## src/rtl/seq_pattern_detector.sv

```systemverilog
// Serial bit-pattern detector with a run-time loadable pattern, overlapping or
// restart-after-match modes, a saturating match counter and a progress output.
module seq_pattern_detector #(
    parameter int unsigned                PAT_LEN     = 6,
    parameter logic        [PAT_LEN-1:0]  DEFAULT_PAT = 6'b010110,
    parameter int unsigned                CNT_W       = 8,
    parameter int unsigned                ST_W        = 3
) (
    input  logic               clk,
    input  logic               reset,
    input  logic               en,
    input  logic               x,
    input  logic               m,
    input  logic               load,
    input  logic [PAT_LEN-1:0] pattern_in,
    input  logic               clr_cnt,
    output logic               z,
    output logic [ST_W-1:0]    state,
    output logic [CNT_W-1:0]   match_cnt
);

    localparam int unsigned          FILL_W   = $clog2(PAT_LEN + 1);
    localparam logic [FILL_W-1:0]    FILL_MAX = FILL_W'(PAT_LEN);

    logic [PAT_LEN-1:0] pat_q,  pat_d;
    logic [PAT_LEN-1:0] hist_q, hist_d;
    logic [FILL_W-1:0]  fill_q, fill_d;
    logic               z_q,    z_d;
    logic [CNT_W-1:0]   cnt_q,  cnt_d;

    logic [PAT_LEN-1:0] h_nxt;
    logic [FILL_W-1:0]  f_nxt;
    logic               hit;

    // Longest prefix of the pattern that the newest history bits already match.
    function automatic logic [ST_W-1:0] progress(
        input logic [PAT_LEN-1:0] h,
        input logic [FILL_W-1:0]  f,
        input logic [PAT_LEN-1:0] p
    );
        logic [ST_W-1:0]    best;
        logic [PAT_LEN-1:0] mask;
        logic [PAT_LEN-1:0] top;
        best = '0;
        mask = '0;
        for (int k = 1; k <= int'(PAT_LEN); k++) begin
            mask = {mask[PAT_LEN-2:0], 1'b1};
            top  = p >> (PAT_LEN - k);
            if ((int'(f) >= k) && (((h ^ top) & mask) == '0)) begin
                best = ST_W'(k);
            end
        end
        return best;
    endfunction

    assign h_nxt = {hist_q[PAT_LEN-2:0], x};
    assign f_nxt = (fill_q == FILL_MAX) ? fill_q : fill_q + FILL_W'(1);
    assign hit   = en && !load && (f_nxt == FILL_MAX) && (h_nxt == pat_q);

    always_comb begin
        pat_d  = pat_q;
        hist_d = hist_q;
        fill_d = fill_q;
        z_d    = 1'b0;
        cnt_d  = cnt_q;
        if (load) begin
            pat_d  = pattern_in;
            hist_d = '0;
            fill_d = '0;
        end else if (en) begin
            if (hit) begin
                z_d = 1'b1;
                if (cnt_q != '1) begin
                    cnt_d = cnt_q + CNT_W'(1);
                end
            end
            if (hit && m) begin
                hist_d = '0;
                fill_d = '0;
            end else begin
                hist_d = h_nxt;
                fill_d = f_nxt;
            end
        end
        if (clr_cnt) begin
            cnt_d = '0;
        end
    end

    always_ff @(posedge clk) begin
        if (!reset) begin
            pat_q  <= DEFAULT_PAT;
            hist_q <= '0;
            fill_q <= '0;
            z_q    <= 1'b0;
            cnt_q  <= '0;
        end else begin
            pat_q  <= pat_d;
            hist_q <= hist_d;
            fill_q <= fill_d;
            z_q    <= z_d;
            cnt_q  <= cnt_d;
        end
    end

    assign z         = z_q;
    assign match_cnt = cnt_q;
    assign state     = progress(hist_q, fill_q, pat_q);

endmodule

```

## config.mk

```make
export PLATFORM = sky130hd
export DESIGN_NAME = seq_pattern_detector
export DESIGN_NICKNAME = d
export VERILOG_FILES = /design/src/rtl/seq_pattern_detector.sv
export SDC_FILE = /design/constraint.sdc
export NUM_CORES = 1
export LEC_CHECK = 0
export CAP_MARGIN = 40
export CORE_MARGIN = 3
export CORE_UTILIZATION = 52
export CTS_CLUSTER_SIZE = 12
export DETAILED_ROUTE_END_ITERATION = 10
export GPL_TIMING_DRIVEN = 0
export PLACE_DENSITY = 0.77
export SYNTH_ARGS = -nofsm -noshare
export SYNTH_HDL_FRONTEND = slang
export SYNTH_SLANG_ARGS = --single-unit
```

## constraint.sdc

```tcl
create_clock -name clk -period 2.9 [get_ports clk]
set_input_delay 0.58 -clock clk [delete_from_list [all_inputs] [get_ports clk]]
set_output_delay 0.58 -clock clk [all_outputs]
set_load 0.005 [all_outputs]
```

Word level (Yosys, flattened, before mapping) --
Index checks and enable logic that the tools add are counted.
Word-level totals: register bits after elaboration 24, bits in latches 0, memory bits (writable) 0, ROM bits 0, input port bits 13, output and inout bits 12, logic and storage cells 57, memories kept 0
Operators by class: $add $sub $neg 2, multiply operators 0, div/mod/pow operators 0, order comparisons 6, equal/unequal tests 4, shifts and indexed selects 0, multiplexer cells 10, bitwise operators 9, reduce and logical (&&, ||, !) cells 21
Operator list (number):
- 6-bit zero test | 6
- 3-bit 2-to-1 mux | 7
- 1-bit logical AND | 10
- 3-bit >= comparator (second input constant) | 3
- 8-bit by 1-bit adder with 8-bit output (second input constant) | 1
- 8-bit inequality test (second input constant) | 1
- 3-bit equality test (second input constant) | 2
- 6-bit equality test | 1
- 3-bit by 2-bit >= comparator with 1-bit output (second input constant) | 2
- 6-bit 2-to-1 mux | 1
- 6-bit bitwise XOR | 1
- 5-bit bitwise XOR | 1
- 4-bit AND reduction | 1
- 2-bit OR reduction | 2
- 4-bit bitwise XOR | 1
- 3-bit by 1-bit adder with 3-bit output (second input constant) | 1
- 3-bit by 1-bit >= comparator with 1-bit output (second input constant) | 1
- 1-bit NOT | 3
- 3-bit OR reduction | 1
- 3-bit bitwise XOR | 1
- 1-bit 2-to-1 mux | 2
- 2-bit bitwise XOR | 1
- 1-bit zero test | 1
- 1-bit bitwise XOR | 1

Depth between registers and ports, before layout --
word-level depth 9, mapped depth 8

Worst setup path before layout --
OpenSTA, ideal clock, no wires.
path type register to register, start point register fill_q[0], end point register cnt_q[4] (netlist: match_cnt[4]), library setup time 59 ps, arrival 2447 ps, slack 394 ps, stages on the path, launching flop included 8, path buffers 0, period minus slack after synthesis 2506 ps, path through dfxtp_1 ha_1 ha_1 nand2b_1 a2111o_1 or4_4 or4_1 nand2_1
On the way: word-level cells in the longest chain between the ends 6, elaborated cells between the ends (all ways) 7, those cells by class add/sub: 1; eq/ne: 2; mux: 1; reduce/logical: 3
Ends and longest elaborated chain:
- start: declaration | line 27 | logic [FILL_W-1:0] fill_q, fill_d;
- start signal: assignment | line 100 | fill_q <= fill_d;
- 3-bit by 1-bit adder with 3-bit output / 3-bit equality test (equally long branches) | line 57 | assign f_nxt = (fill_q == FILL_MAX) ? fill_q : fill_q + FILL_W'(1);
- 3-bit 2-to-1 mux * | line 57
- 3-bit equality test * | line 58 | assign hit = en && !load && (f_nxt == FILL_MAX) && (h_nxt == pat_q);
- 1-bit logical AND * (2 in series) | line 58
- 4-bit AND reduction (no line) *
- end signal: assignment | line 102 | cnt_q <= cnt_d;
- end: declaration | line 29 | logic [CNT_W-1:0] cnt_q, cnt_d;
Every way passes the cells marked *; elsewhere a longest branch is shown, timed or not. A chain may end at the register's enable or synchronous reset.

Worst setup path after layout --
start point register pat_q[5], end point output port state[0]
On the way: word-level cells in the longest chain between the ends 9, elaborated cells between the ends (all ways) 24, those cells by class mux: 6; bitwise: 6; reduce/logical: 12
Ends and longest elaborated chain:
- start: declaration | line 25 | logic [PAT_LEN-1:0] pat_q, pat_d;
- start signal: assignment | line 98 | pat_q <= pat_d;
- 1-bit bitwise XOR | line 49 | if ((int'(f) >= k) && (((h ^ top) & mask) == '0)) begin
- 6-bit zero test | line 49
- 1-bit logical AND | line 49
- 1-bit 2-to-1 mux | line 49
- 3-bit 2-to-1 mux (4 in series) | line 49
- 3-bit 2-to-1 mux * | line 49
- end: declaration | line 18 | output logic [ST_W-1:0] state,
Marks and branches as above.

==> run_results.csv <==
group,metric,value,unit
status,status,"completed",
worst_setup_path,crit_path_top_delay_cell,"or4_4",
cells_and_area,num_antenna_cells,0,
cells_and_area,fin_util,0.696,
sta,worstMarginPinSlew,0.669,ns
placed_design,dp_slack,-0.00875,ns
synth,synth_common_cells,"24 x dfxtp_1, 14 x xor2_1, 13 x nand2_1",
synth,syn_area_per_cell,8.92,um2
worst_setup_path,critPathArrivalTime,2.26,ns
cells_and_area,syn_to_final_growth,24.7,%
detailed_routing,post_drt_wl_per_cell,14.4,um
synth,synth_area_leaders,"dfxtp_1 34%, xor2_1 8.7%, xnor2_1 5.6%",
sta,rsz0062_at_grt,"yes",
placed_design,gp_congestion,0.849,
synth,synthFlopType,"dfxtp_1",
synth,syn_area,1410,um2
sta,setup_viol,0,
worst_setup_path,rr_startpoint,"fill_q[2]",
synth,ys_ff_latch,24,
global_route,grt_pass1_wl,4.89,mm
worst_setup_path,setup.worst_path.start,"pat_q[5]",
detailed_routing,vias,1219,
clock_tree,clockBufferDepth,2,
sta,hold_viol,0,
synth,synth-seq-area-share,0.341,
cells_and_area,design_area,1760,um2
sta,relSlewSlack,0.550,
global_route,grt_max_degree,13,
synth,yosys_warnings,0,
placed_design,port-buffer-count,22,
detailed_routing,ant_nets,0,
floorplanning,die_x,58.1,um
worst_setup_path,start_kind,"register",
detailed_routing,drtIter0Drc,44,
floorplanning,die-area,3370,um2
sta,layout_worst_path_cycle_share,0.979,
placed_design,place_area,1670,um2
sta,drv_slew,0,
power,peakVddDrop,0.262,mV
clock_tree,cts_hold_buf,0,
global_route,antenna_found_initial,0,
worst_setup_path,crit_path_end_kind,"output pin",
power,p_leak,0.000712,uW
synth,synth_largest_area_cell,"dfxtp_1",
clock_tree,cts_tree,"yes",
synth,async_flop_share,0,
worst_setup_path,required,2.32,ns
sta,period_needed,2.84,ns
synth,yosys.cell_count.top_type,"dfxtp_1",
synth,synth_edf_count,0,
clock_tree,numClockSinks,24,
sta,worst_clock_skew,0.0101,ns
cells_and_area,drive_gt1_frac,0.137,
detailed_routing,viasPerCell,5.75,
sta,fin_ws,0.0596,ns
sta,fmax,0.352,GHz
clock_tree,cts_root_buf,"clkbuf_4",
worst_setup_path,path_cells,"xor2_1, or4_4, nor4_4, o21ba_2, clkdlybuf4s50_1",
synth,synth_top_area_frac,0.341,
detailed_routing,wirelength,3.05,mm
worst_setup_path,rrSetupSlack,0.25,ns
hold_path,holdPathStages,1,
global_route,grt_pass1_vias,1127,
floorplanning,pin_count,25,
worst_setup_path,reg2regPathDepth,8,
detailed_routing,first_pass_iters,4,
power,cellPowerDensity,324,nW/um2
synth,synthesis.nets,176,
global_route,grt-ovfl-total,0,
floorplanning,die_y,58.1,um
detailed_routing,drc,0,
hold_path,min-delay-start,"hist_q[5]",
clock_tree,htree_num_levels,1,
hold_path,hold_class,"reg -> reg",
sta,fin_tns_setup,0,ns
synth,yosys.cell_types.count,37,
hold_path,min_to,"hist_q[5]",
worst_setup_path,max_stage_delay,0.55,ns
synth,synth_cells,158,
cells_and_area,fin_nets,202,
job,cap_violations,0,
placed_design,hpwlAfterDp,2.25,mm
floorplanning,initial_core_util,0.559,
global_route,gr-usage-all-layers,0.185,
worst_setup_path,r2r-end,"match_cnt[4]",
clock_tree,clk_pin_slew,0.12,ns
clock_tree,clock_latency,0.31,ns
clock_tree,cts_made_buffers,3,
sta,hold-worst-slack,0.506,ns
worst_setup_path,crit_type,"reg -> out",
floorplanning,core-area,2520,um2
worst_setup_path,crit_fanout,4,
floorplanning,placementRows,18,
-- area by class of cell --
| cell class | count | area (um2) |
|---|---|---|
| Multi-Input combinational cell | 119 | 891 |
| Fill cell | 189 | 766 |
| Sequential cell | 24 | 498 |
| Timing Repair Buffer | 27 | 263 |
| Tap cell | 30 | 37.5 |
| Buffer | 5 | 30.0 |
| Clock buffer | 3 | 22.5 |
| Inverter | 4 | 15.0 |
-- worst max-delay path, delay by kind of cell (launching register included) --
family	cells	cell delay, ns
AO/OA/AOI/OAI	1	0.20
XOR/XNOR	1	0.15
flip-flops	1	0.38
buffers and inverters	1	0.44
AND/OR/NAND/NOR	2	0.80
-- layout by cell type (no fill, tap or decap), types with 4 or more instances in the layout --
master            n
ha_1              5
xor2_1           14
nand2_1          13
dfxtp_1          18
nand3_1           4
buf_4             6
inv_1             4
clkdlybuf4s50_1  20
a22o_1            8
mux2i_1           7
dfxtp_4           4
a21oi_1           7
nor2b_1           4
xnor2_1           9
nor2_1            6
nand2b_1          6
-- report_power, final --
part	internal, uW	switching, uW
sequential	334	11.2
combinational	44.0	38.5
clock	48.5	93.5
-- stage by stage --
step,total power (uW),std cells
floorplan,401,158
global placement,427,210
detailed placement,430,210
CTS,571,208
global route,597,212
finish,570,212
-- per-layer routing --
| metal | track usage | vias to the layer above | routed length, um |
|---|---|---|---|
| li1 | - | 612 | - |
| met1 | 0.237 | 584 | 1470 |
| met2 | 0.308 | 21 | 1450 |
| met3 | 0.0312 | 2 | 108 |
| met4 | 0.0695 | 0 | 14 |
| met5 | 0 | - | 0 |
-- cells by family (layout without fill, tap and decap cells) --
logic type | Yosys count | count (layout) | share of synthesized area
AO/OA/AOI/OAI | 31 | 31 | 0.164
XOR/XNOR | 23 | 23 | 0.143
adder cells (fa/ha/maj) | 5 | 5 | 0.0444
buffers and inverters | 15 | 39 | 0.0480
flip-flops | 24 | 24 | 0.341
multiplexers | 7 | 7 | 0.0497
AND/OR/NAND/NOR | 53 | 53 | 0.210
-- flip-flops by register name (all words and copies together), names as in the netlist --
| register | flops |
|---|---|
| fill_q | 3 |
| hist_q | 6 |
| match_cnt | 8 |
| z | 1 |
| pat_q | 6 |
-- worst max-delay path by stage --
stage / endpoint / slack [ns] / cells past startpoint
final: state[0] / 0.06 / 5
after global routing: state[0] / -0.05 / 9
after CTS: state[0] / 0.0003 / 7
after detailed placement: state[0] / -0.009 / 6
after global placement: state[1] / 0.01 / 6
after floorplan: match_cnt[4] / 0.39 / 7
-- what timing repair did --
action	in CTS	in global routing
pin swaps	0	1
resized for setup	8	10
setup buffers	0	5
setup endpoints to repair	3	3
No activity file was read; power rests on OpenSTA's default activity.
